## src/rtl/wb_queue_if.sv

```systemverilog
// Handshake/bus bundle for the wb_queue write-back stage: MEM-side push, register-file drain,
// forwarding lookup and retire counter.
interface wb_queue_if #(
  parameter int DATA_W  = 16,
  parameter int RADDR_W = 3
);
  logic               in_valid;
  logic               in_ready;
  logic [1:0]         in_regsrc;
  logic [DATA_W-1:0]  in_pc_plus_two;
  logic [DATA_W-1:0]  in_mem_data;
  logic [DATA_W-1:0]  in_alu;
  logic [DATA_W-1:0]  in_const;
  logic               in_wr_en;
  logic [RADDR_W-1:0] in_wr_addr;
  logic               flush;
  logic               rf_ready;
  logic               rf_wr_en;
  logic [RADDR_W-1:0] rf_wr_addr;
  logic [DATA_W-1:0]  rf_wr_data;
  logic [RADDR_W-1:0] fwd_addr;
  logic               fwd_hit;
  logic [DATA_W-1:0]  fwd_data;
  logic [15:0]        retire_cnt;

  modport master (
    output in_valid, in_regsrc, in_pc_plus_two, in_mem_data, in_alu, in_const,
           in_wr_en, in_wr_addr, flush, rf_ready, fwd_addr,
    input  in_ready, rf_wr_en, rf_wr_addr, rf_wr_data, fwd_hit, fwd_data, retire_cnt
  );

  modport slave (
    input  in_valid, in_regsrc, in_pc_plus_two, in_mem_data, in_alu, in_const,
           in_wr_en, in_wr_addr, flush, rf_ready, fwd_addr,
    output in_ready, rf_wr_en, rf_wr_addr, rf_wr_data, fwd_hit, fwd_data, retire_cnt
  );
endinterface

```

## src/rtl/wb_queue.sv

```systemverilog
// Write-back stage: RegSrc select into an in-order DEPTH-entry buffer drained to the register file,
// with forwarding over pending entries. Optional retire counter under WB_RETIRE_CNT_EN.
module wb_queue #(
  parameter int DATA_W  = 16,
  parameter int RADDR_W = 3,
  parameter int DEPTH   = 2
) (
  input  logic     clk,
  input  logic     rst,
  wb_queue_if.slave bus
);
  localparam int PW = (DEPTH > 1) ? $clog2(DEPTH) : 1;

  typedef struct packed {
    logic [DATA_W-1:0]  data;
    logic [RADDR_W-1:0] addr;
    logic               wen;
  } ent_t;

  ent_t [DEPTH-1:0] mem_q;
  ent_t             head;
  logic [PW-1:0]    rd_ptr, wr_ptr, idx;
  logic [PW:0]      occ;
  logic             empty, full, push, pop;
  logic [DATA_W-1:0] sel_data;

  assign empty        = (occ == '0);
  assign full         = (occ == (PW+1)'(DEPTH));
  assign bus.in_ready = ~full & ~bus.flush;
  assign push         = bus.in_valid & bus.in_ready;
  assign pop          = ~empty & bus.rf_ready;

  always_comb begin
    sel_data = bus.in_pc_plus_two;
    case (bus.in_regsrc)
      2'b01:   sel_data = bus.in_mem_data;
      2'b10:   sel_data = bus.in_alu;
      2'b11:   sel_data = bus.in_const;
      default: sel_data = bus.in_pc_plus_two;
    endcase
  end

  // Pointers wrap naturally since DEPTH is a power of two.
  always_ff @(posedge clk) begin
    if (rst || bus.flush) begin
      rd_ptr <= '0;
      wr_ptr <= '0;
      occ    <= '0;
    end else begin
      if (push) wr_ptr <= wr_ptr + 1'b1;
      if (pop)  rd_ptr <= rd_ptr + 1'b1;
      case ({push, pop})
        2'b10:   occ <= occ + 1'b1;
        2'b01:   occ <= occ - 1'b1;
        default: occ <= occ;
      endcase
    end
  end

  // Storage needs no reset: occupancy gates every use of an entry.
  always_ff @(posedge clk) begin
    if (push) mem_q[wr_ptr] <= '{data: sel_data, addr: bus.in_wr_addr, wen: bus.in_wr_en};
  end

  assign head           = mem_q[rd_ptr];
  assign bus.rf_wr_en   = pop & head.wen;
  assign bus.rf_wr_addr = empty ? '0 : head.addr;
  assign bus.rf_wr_data = empty ? '0 : head.data;

  // Walk oldest to youngest so the last match found is the youngest.
  always_comb begin
    bus.fwd_hit  = 1'b0;
    bus.fwd_data = '0;
    idx          = rd_ptr;
    for (int k = 0; k < DEPTH; k++) begin
      idx = rd_ptr + PW'(k);
      if (((PW+1)'(k) < occ) && mem_q[idx].wen && (mem_q[idx].addr == bus.fwd_addr)) begin
        bus.fwd_hit  = 1'b1;
        bus.fwd_data = mem_q[idx].data;
      end
    end
  end

`ifdef WB_RETIRE_CNT_EN
  logic [15:0] cnt_q;
  always_ff @(posedge clk) begin
    if (rst)      cnt_q <= '0;
    else if (pop) cnt_q <= cnt_q + 16'd1;
  end
  assign bus.retire_cnt = cnt_q;
`else
  assign bus.retire_cnt = '0;
`endif
endmodule

```

## src/flat_wrapper.sv

```systemverilog
// flat-port wrapper written by rule: the top's interface ports become plain ports
module wb_queue_flat 
#(
  parameter int DATA_W  = 16,
  parameter int RADDR_W = 3,
  parameter int DEPTH   = 2
)
  (clk, rst, bus_in_valid, bus_in_regsrc, bus_in_pc_plus_two, bus_in_mem_data, bus_in_alu, bus_in_const, bus_in_wr_en, bus_in_wr_addr, bus_flush, bus_rf_ready, bus_fwd_addr, bus_in_ready, bus_rf_wr_en, bus_rf_wr_addr, bus_rf_wr_data, bus_fwd_hit, bus_fwd_data, bus_retire_cnt);
  wb_queue_if #(.DATA_W(DATA_W), .RADDR_W(RADDR_W)) bus_i ();
  input  logic clk;
  input  logic rst;
  input wire logic [$bits(bus_i.in_valid)-1:0] bus_in_valid;
  input wire logic [$bits(bus_i.in_regsrc)-1:0] bus_in_regsrc;
  input wire logic [$bits(bus_i.in_pc_plus_two)-1:0] bus_in_pc_plus_two;
  input wire logic [$bits(bus_i.in_mem_data)-1:0] bus_in_mem_data;
  input wire logic [$bits(bus_i.in_alu)-1:0] bus_in_alu;
  input wire logic [$bits(bus_i.in_const)-1:0] bus_in_const;
  input wire logic [$bits(bus_i.in_wr_en)-1:0] bus_in_wr_en;
  input wire logic [$bits(bus_i.in_wr_addr)-1:0] bus_in_wr_addr;
  input wire logic [$bits(bus_i.flush)-1:0] bus_flush;
  input wire logic [$bits(bus_i.rf_ready)-1:0] bus_rf_ready;
  input wire logic [$bits(bus_i.fwd_addr)-1:0] bus_fwd_addr;
  output wire logic [$bits(bus_i.in_ready)-1:0] bus_in_ready;
  output wire logic [$bits(bus_i.rf_wr_en)-1:0] bus_rf_wr_en;
  output wire logic [$bits(bus_i.rf_wr_addr)-1:0] bus_rf_wr_addr;
  output wire logic [$bits(bus_i.rf_wr_data)-1:0] bus_rf_wr_data;
  output wire logic [$bits(bus_i.fwd_hit)-1:0] bus_fwd_hit;
  output wire logic [$bits(bus_i.fwd_data)-1:0] bus_fwd_data;
  output wire logic [$bits(bus_i.retire_cnt)-1:0] bus_retire_cnt;
  assign bus_i.in_valid = bus_in_valid;
  assign bus_i.in_regsrc = bus_in_regsrc;
  assign bus_i.in_pc_plus_two = bus_in_pc_plus_two;
  assign bus_i.in_mem_data = bus_in_mem_data;
  assign bus_i.in_alu = bus_in_alu;
  assign bus_i.in_const = bus_in_const;
  assign bus_i.in_wr_en = bus_in_wr_en;
  assign bus_i.in_wr_addr = bus_in_wr_addr;
  assign bus_i.flush = bus_flush;
  assign bus_i.rf_ready = bus_rf_ready;
  assign bus_i.fwd_addr = bus_fwd_addr;
  assign bus_in_ready = bus_i.in_ready;
  assign bus_rf_wr_en = bus_i.rf_wr_en;
  assign bus_rf_wr_addr = bus_i.rf_wr_addr;
  assign bus_rf_wr_data = bus_i.rf_wr_data;
  assign bus_fwd_hit = bus_i.fwd_hit;
  assign bus_fwd_data = bus_i.fwd_data;
  assign bus_retire_cnt = bus_i.retire_cnt;
  wb_queue #(.DATA_W(DATA_W), .RADDR_W(RADDR_W), .DEPTH(DEPTH)) u_core (.clk(clk), .rst(rst), .bus(bus_i));
endmodule
```

## config.mk

```make
export PLATFORM = sky130hd
export DESIGN_NAME = wb_queue_flat
export DESIGN_NICKNAME = d
export VERILOG_FILES = /design/src/rtl/wb_queue_if.sv /design/src/rtl/wb_queue.sv /design/src/flat_wrapper.sv
export SDC_FILE = /design/constraint.sdc
export NUM_CORES = 1
export LEC_CHECK = 0
export CORE_UTILIZATION = 35
export DETAILED_ROUTE_END_ITERATION = 10
export HOLD_SLACK_MARGIN = 0.05
export MAX_ROUTING_LAYER = met4
export PLACE_DENSITY = 0.7
export SYNTH_ARGS = -nofsm -noshare
export SYNTH_HDL_FRONTEND = slang
export SYNTH_SLANG_ARGS = --single-unit
```

## constraint.sdc

```tcl
create_clock -name clk -period 4.58 [get_ports clk]
set_clock_uncertainty 0.1 [all_clocks]
set_input_delay 1.145 -clock clk [delete_from_list [all_inputs] [get_ports clk]]
set_output_delay 1.145 -clock clk [all_outputs]
set_load 0.03 [all_outputs]
```

After elaboration in Yosys (flattened, before gate mapping):

Index checks and enable logic that the tools add are counted.
W data, S select, Z words.

* word-level logic and storage cells: 57
* bits of input ports: 78
* output and inout bits: 54
* register bits after elaboration: 44

* bitwise gates (word level): 7
* $add $sub $neg: 4
* muxes and demuxes: 15
* reduce and logical (&&, ||, !) cells: 8
* magnitude comparators: 6
* equal/unequal tests: 8

Operators with widths (count)
* $mux W20: 5
* $mux W16: 3
* $pmux W16 S3: 1
* $bwmux W40: 1
* $demux W20 S1: 1
* $eq A2 B2 Y1 const B: 4
* $eq A3 B3 Y1: 2
* $lt A1 B2 Y1 const B: 3
* $logic_and A1 B1 Y1: 5
* $and A1 B1 Y1: 4
* $eq A2 B1 Y1 const B: 2
* $lt A1 B2 Y1 const A: 2
* $pmux W2 S2: 1
* $mux W3: 1
* $not A1 Y1: 3
* $add A1 B1 Y1 const B: 2
* $add A2 B1 Y2 const B: 1
* $logic_not A2 Y1: 1
* $mux W1: 2
* $reduce_bool A2 Y1: 1
* $sub A2 B1 Y2 const B: 1
* $ge A1 B1 Y1 const B: 1
* $logic_or A1 B1 Y1: 1

Longest topological paths before layout:

Gate-level depths: netlist (run 1).

* depth in word-level cells: 6
* gate-level depth with buffers: 8
* gate-level depth less buffers: 8

Least setup slack after synthesis (run 1):

No wires, ideal clock.

* kind: input -> output
* from: input port bus_fwd_addr[0]
* to: output port bus_fwd_data[12]
* required time: 3335 ps
* path buffers: 2
* stages on the path: 7
* arrival: 2783 ps
* setup slack: 552 ps
* path through: xor2_1 > o32ai_1 > and4_1 > buf_2 > clkbuf_1 > a21oi_1 > a22oi_1

* word-level cells in the longest chain between the ends: 4
* elaborated cells on any way between the ends: 6

Ends and longest elaborated chain
* start, declared: RTL line flat_wrapper.sv:22 `input wire logic [$bits(bus_i.fwd_addr)-1:0] bus_fwd_addr;`
* $eq A3 B3 Y1: RTL line wb_queue.sv:77 `if (((PW+1)'(k) < occ) && mem_q[idx].wen && (mem_q[idx].addr == bus.fwd_addr)) begin`
* $logic_and A1 B1 Y1: RTL line wb_queue.sv:77
* $mux W16: RTL line wb_queue.sv:77
* $mux W16 (*): RTL line wb_queue.sv:77
* end, declared: RTL line flat_wrapper.sv:28 `output wire logic [$bits(bus_i.fwd_data)-1:0] bus_fwd_data;`

Every way passes the cells marked *; elsewhere a longest branch is shown, timed or not.

Worst setup path in the final report (run 1):

* from: input port bus_fwd_addr[0]
* to: output port bus_fwd_data[1]

The elaborated chain is that of the path after synthesis.

==> results of run 1 <==
final cells by class:
cell class                      instances  area (µm²)
Fill cell                             711        3690
Tap cell                              102         128
Inverter                                5        18.8
Sequential cell                        44        1280
Multi-Input combinational cell        187        1420
Timing Repair Buffer                  122        1200
Clock buffer                            5        68.8
Clock inverter                          3        37.5
sequential cells by signal, summed over array words and instances, names as in the netlist:
| name | cells |
|---|---|
| u_core.wr_ptr | 1 |
| u_core.rd_ptr | 1 |
| u_core.occ | 2 |
| u_core.mem_q | 40 |
cell families (layout without fill, tap and decap cells):
family,Yosys count,after routing,synth area share [%]
xor gates and xnor gates,11,11,3.34
and+or+nand+nor,73,73,12.1
DFF,44,44,44.4
muxes,38,38,20.3
other,1,16,0.130
buffers and inverters,43,135,8.33
adders and majority gates,4,4,1.73
AOI/OAI and AO/OA,45,45,9.67
cells in the mapped netlist:
library cell and n:
buf_4 18, nand4_1 1, nor2_1 25, clkbuf_1 14, nand2_1 7, conb_1 1, or2_1 1, xnor2_1 4
a21oi_1 27, and3_1 1, nand3_1 32, dfxtp_1 4, xor2_1 7, buf_6 1, a22oi_1 11, a2111oi_0 1
buf_1 2, inv_1 5, mux4_2 16, buf_2 3, ha_1 4, edfxtp_1 40, mux2i_1 21, mux2i_2 1
or2_2 1, o32ai_1 1, nor3_1 3, and4_1 1, a32oi_1 5, nor4_4 1
per-layer routing:
metal | up-vias | routed length, µm | global-route usage, %
li1 | 1156 | - | -
met1 | 1178 | 2780 | 19.2
met2 | 111 | 3790 | 30.1
met3 | 7 | 432 | 3.12
met4 | 0 | 81 | 5.00
met5 | - | 0 | -
how the worst min path moves through the flow:
stage             startpoint  depth (start not counted)            end  slack, ns
2_1_floorplan  u_core.occ[1]                          2  u_core.occ[1]       0.42
3_3_place_gp   u_core.occ[1]                          2  u_core.occ[1]       0.45
3_5_place_dp   u_core.occ[1]                          2  u_core.occ[1]       0.46
4_1_cts        u_core.occ[1]                          2  u_core.occ[1]       0.48
5_1_grt        u_core.occ[1]                          2  u_core.occ[1]       0.52
6_report       u_core.occ[1]                          2  u_core.occ[1]       0.47
stage by stage:
step	std cells	power (W)
after global placement	460	0.000732
after detailed placement	460	0.000737
after CTS	468	0.00102
after floorplan	274	0.000626
after global routing	468	0.00105
final	468	0.00101
worst min-delay path: cells and delay by family, from the launching register on:
kind / cells / cell delay (ns)
DFF: 1 / 0.32
buffers and inverters: 1 / 0.10
AOI/OAI and AO/OA: 1 / 0.10
power groups by stage:
stage	Sequential, W	Clock (W)	Combinational [W]
5_1_grt	0.000471	0.000309	0.000274
3_5_place_dp	0.000478	0	0.000259
3_3_place_gp	0.000478	0	0.000255
6_report	0.000470	0.000281	0.000257
2_1_floorplan	0.000475	0	0.000151
4_1_cts	0.000469	0.000289	0.000260
==> impl_results.md, run 1 <==
- Hold WC Path Type: register to register
- Post-Syn Area: a little under 0.003 mm²
- Post-synthesis sequential area ratio: about 44%
- Area leader, netlist: edfxtp_1
- Initial cell density of the core: about 37%
- Sink Count: between 40 and 50
- Number of H-tree levels: 2
- Clock power share: roughly 28%
- Maximum vdd drop: 0.122 mV
- Post-CTS Setup Inserts: 0
- Worst Setup SP: bus_fwd_addr[0]
- Final RePlAce weighted congestion: 0.840
- Via density: roughly 5.2
- Port-buffer cells: about 120
- I/O pin cnt: about 130
- Yosys top cell area share: about two fifths
- Die area: roughly 0.0086 mm²
- CP max stage delay: about 0.48 ns
- WL/cell: around 15 µm
- Top post-synthesis cells by area: edfxtp_1 42%, mux4_2 12%, mux2i_1 7.3%
- Relative slew slack: between 40 and 50%
- NetSw: 0.000259 W
- Maximum clock frequency: around 230 MHz
- CP required: approximately 3.3 ns
- WHS: 0.468 ns
- P&R area growth vs syn: 44.1%
- Overflow after GRT: 0
- Layout cells sized above 1: between 10% and 20%
- Antenna-violating nets left: 0
- Iter 0 DRT Violations: 116
- Combinational Power Share: around 26%
- Vias: between 2,000 and 2,500
- Setup CP Type: primary input to output port
- Outcome: complete, no violations
- Worst EP arrival: about 3.1 ns
- Latest clock arrival within the worst-skew pair: a little under 0.3 ns
- Cell Pwr Density: between 200 and 250 mW/mm²
- Final Critical Period: roughly 4.4 ns
- Worst Max-Slew Pin Slew: a little under 0.9 ns
- CP Cell Sequence: clkdlybuf4s50_1 -> xor2_1 -> o32ai_1 -> and4_1 -> buf_12 -> a21oi_1 -> a22oi_1 -> buf_4
- First-pass GRT wire length: ~11 mm
- Gr usage total: approximately 17%
- Levels on crit path: 8
- Cell area after layout: ~0.0042 mm²
- Synth cell types: 30
- Setup ws final: 0.208 ns
- CP max stage cell: clkdlybuf4s50_1
- # nets final: ~450
- Crit. End Element: output port
- Hold Fails Final Rpt: 0
- Number of buffers created by CTS: 5
- Nature of the critical path startpoint: primary input
- # resized after CTS: 0
- Crit path max fanout: 33
- CTS tree: yes
- Crit path to: bus_fwd_data[1]
- YS warnings: 0
- Largest net degree at the start of global routing: 34
- Crit-path leading delay family: buffers and inverters
- Crit share post-route: a little over nine tenths
- Worst Path Buf+Inv: 3
- Most frequent cells in the layout: 98 x clkdlybuf4s50_1, 40 x edfxtp_1, 32 x nand3_1, 27 x a21oi_1, 24 x nor2_1
- DRT Pass-1 Iters: 4
- Final Util: 53.0%
- Max-slew violations: 0
- Core area: about 0.008 mm²
- Commonest non-fill, non-tap cell in the layout: clkdlybuf4s50_1
- Row count: 32
- Root Buffer: clkbuf_8
- DIE HEIGHT: 92.8 µm
- Vias in the first global route: about 2,300
- Reg2Reg Setup Slack: ~2.3 ns
- Cells on worst reg2reg path: 5
- Diodes inserted: 0
- Final setup fails: 0
- Int Pwr: 0.000748 W
- Switching share of power: about 26%
- Max Cap Viol: 0
- Reg power frac: around 47%
- Dpl hpwl: roughly 5.2 mm
- Antenna violations before repair: 0
- Pleak: about 1.5 nW
- Setup TNS: 0 ns
- Dpl ws: 0.246 ns
- Reg-to-Reg Start: u_core.occ[1]
- #FFs+latches synth: 44
- DR DRC count: 0
- Syn avg cell area: around 11 µm²
- Synth Instances: about 260
- Die Width: 92.8 µm
- Clock Path Buffers: 2
- Worst R2R End: u_core.occ[1]
- Detailed Route WL: about 7.1 mm
- Hold_buf cts: 0
- DP Area: 0.00405 mm²
- Clk slew on worst S/H paths: 0.08 ns
- Unrepaired setup endpoints after global routing: false
Power figures use the tool's default switching activity.
==> run 2, diff against run 1 <==
--- a/config.mk
+++ b/config.mk
@@ -5,6 +5,7 @@
 export SDC_FILE = /design/constraint.sdc
 export NUM_CORES = 1
 export LEC_CHECK = 0
+export CAP_MARGIN = 20
 export CORE_UTILIZATION = 35
 export DETAILED_ROUTE_END_ITERATION = 10
 export HOLD_SLACK_MARGIN = 0.05
==> results of run 2 <==
Final layout, timing and power as in run 1 (identical DEF).
==> run 3, diff against run 2 <==
==> constraint.sdc (replaced) <==
create_clock -name clk -period 5.2 [get_ports clk]
set_clock_uncertainty 0.1 [all_clocks]
set_input_delay 1.3 -clock clk [delete_from_list [all_inputs] [get_ports clk]]
set_output_delay 1.3 -clock clk [all_outputs]
set_load 0.03 [all_outputs]
==> impl_results.md, run 3 (synthesis gave the netlist of run 1 again) <==
- Number of buffers created by CTS: 5 (unchanged)
- Final Critical Period: 4.92 ns
- Most frequent cells in the layout: 98 x clkdlybuf4s50_1, 40 x edfxtp_1, 32 x nand3_1, 27 x a21oi_1, 24 x nor2_1
- WHS: 0.484 ns (+0.0164 ns)
- CP required: 3.80 ns (+0.46 ns)
- Antenna violations before repair: 0 (unchanged)
- Switching share of power: 27.2% (+1.5 points)
- Die Width: 92.8 µm (unchanged)
- Relative slew slack: 30.2% (-12 points)
- Reg power frac: 49.0% (+2.4 points)
- Overflow after GRT: 0 (unchanged)
- Setup CP Type: primary input to output port
- WL/cell: 15.5 µm (+2.2%)
- Layout Cells excl Fill: 467 (-0.21%)
- Hold_buf cts: 0 (unchanged)
- DIE HEIGHT: 92.8 µm (unchanged)
- CTS tree: yes
- Worst EP arrival: 3.52 ns (+0.39 ns)
- Detailed Route WL: 7.22 mm (+1.9%)
- Diodes inserted: 0 (unchanged)
- Hold WC Path Type: register to register
- Biggest register: u_core.mem_q
- Number of H-tree levels: 2 (unchanged)
- Die area: 0.00861 mm² (unchanged)
- Unrepaired setup endpoints after global routing: false
- Placed Cells: 458 (-0.43%)
- Clock Path Buffers: 2 (unchanged)
- Dpl hpwl: 5.18 mm (+0.29%)
- Crit share post-route: 94.6%
- Int Pwr: 0.000613 W (-18%)
- NetSw: 0.000229 W (-12%)
- Largest register FFs: 40 (unchanged)
- Clk slew on worst S/H paths: 0.08 ns (about the same)
- Max Cap Viol: 0 (unchanged)
- Iter 0 DRT Violations: 87 (-25%)
- Antenna-violating nets left: 0 (unchanged)
- Fillers: 698 (-1.8%)
- Core area: 0.00785 mm² (unchanged)
- Via density: 5.24 (about the same)
- Initial cell density of the core: 36.8% (unchanged)
- Vias in the first global route: 2,436 (+6.2%)
- Vias: 2,447 (-0.20%)
- Max-slew violations: 0 (unchanged)
- Pleak: 1.65 nW (+13%)
- DR DRC count: 0 (unchanged)
- Largest regs: u_core.mem_q x40, u_core.occ x2
- Final RePlAce weighted congestion: 0.838 (-0.14%)
- Layout cells sized above 1: 10.4% (-3.5 points)
- Final setup fails: 0 (unchanged)
- Sink Count: 44 (unchanged)
- First-pass GRT wire length: 11.4 mm (+5.1%)
- Root Buffer: clkbuf_8
- Setup TNS: 0 ns (unchanged)
- # nets final: 446 (-0.22%)
- Largest net degree at the start of global routing: 34 (unchanged)
- Row count: 32 (unchanged)
- I/O pin cnt: 132 (unchanged)
- Nature of the critical path startpoint: primary input
- Maximum vdd drop: 0.0803 mV (-34%)
- Worst Max-Slew Pin Slew: 1.05 ns (+0.181 ns)
- Crit path max fanout: 33 (unchanged)
- Outcome: complete, no violations
- Maximum clock frequency: 203 MHz
- Crit. End Element: output port
- Commonest non-fill, non-tap cell in the layout: clkdlybuf4s50_1
- Clock power share: 23.6% (-4.3 points)
- DRT Pass-1 Iters: 4 (unchanged)
- Gr usage total: 17.7% (+0.82 points)
- Combinational Power Share: 27.3% (+1.8 points)
- Port-buffer cells: 115 (unchanged)
- P&R area growth vs syn: 46.1%
- Cell Pwr Density: 200 mW/mm² (-18%)
- Hold Fails Final Rpt: 0 (unchanged)
- Latest clock arrival within the worst-skew pair: 0.29 ns (about the same)
[run 3: power groups by stage]
stage	Combinational, W	Clock [W]	Sequential (W)
4_1_cts	0.000231	0.000208	0.000413
6_report	0.000230	0.000199	0.000413
3_3_place_gp	0.000225	0	0.000421
2_1_floorplan	0.000133	0	0.000418
3_5_place_dp	0.000230	0	0.000421
5_1_grt	0.000247	0.000223	0.000415
[run 3: routing by layer]
layer | vias up | wire length, µm | part of all wire (%) | track usage, %
met4 | 0 | 82 | 1.1 | 5.26
met5 | - | 0 | 0 | -
met1 | 1176 | 2740 | 38 | 19.9
li1 | 1158 | - | - | -
met2 | 107 | 3930 | 54 | 32.0
met3 | 6 | 469 | 6.5 | 3.04
[run 3: final timing paths]
path	from	endpoint	slack, ns	cells past startpoint
worst max-delay path	bus_fwd_addr[0]	bus_fwd_data[1]	0.28	8
worst min-delay path	u_core.occ[1]	u_core.occ[1]	0.48	2
worst max register to register	u_core.occ[1]	u_core.occ[1]	2.77	5
worst min register to register	u_core.occ[1]	u_core.occ[1]	0.48	2
[run 3: timing repair]
| action | 4_1_cts | 5_1_grt |
|---|---|---|
| endpoints found under the hold margin | 0 | 0 |
| gates resized for setup | 1 | 12 |
| setup endpoints to repair | 1 | 12 |
| buffers inserted | 0 | 0 |
[run 3: layout make-up]
class                           instances  area (µm²)  share of cell area [%]
Clock buffer                            5        68.8                    1.63
Inverter                                5        18.8                   0.445
Multi-Input combinational cell        187        1420                    33.8
Sequential cell                        44        1280                    30.4
Tap cell                              102         128                    3.03
Timing Repair Buffer                  121        1280                    30.4
Clock inverter                          3        13.8                   0.327
[run 3: critical path, stage by stage]
cell             delay, ns
clkdlybuf4s50_1       0.49
xor2_1                0.17
o32ai_1               0.28
and4_1                0.30
buf_12                0.20
a21oi_1               0.09
a22oi_1               0.25
dlygate4sd2_1         0.43
[run 3: through the flow]
stage	area (µm²)	util [%]	worst slack, ns	total power [W]
4_1_cts	4160	53.0	0.00974	0.000852
3_5_place_dp	4080	51.9	0.0176	0.000651
5_1_grt	4210	53.7	0.160	0.000885
2_1_floorplan	2940	-	0.862	0.000551
3_3_place_gp	4060	51.7	0.0700	0.000645
6_report	4210	53.7	0.281	0.000842
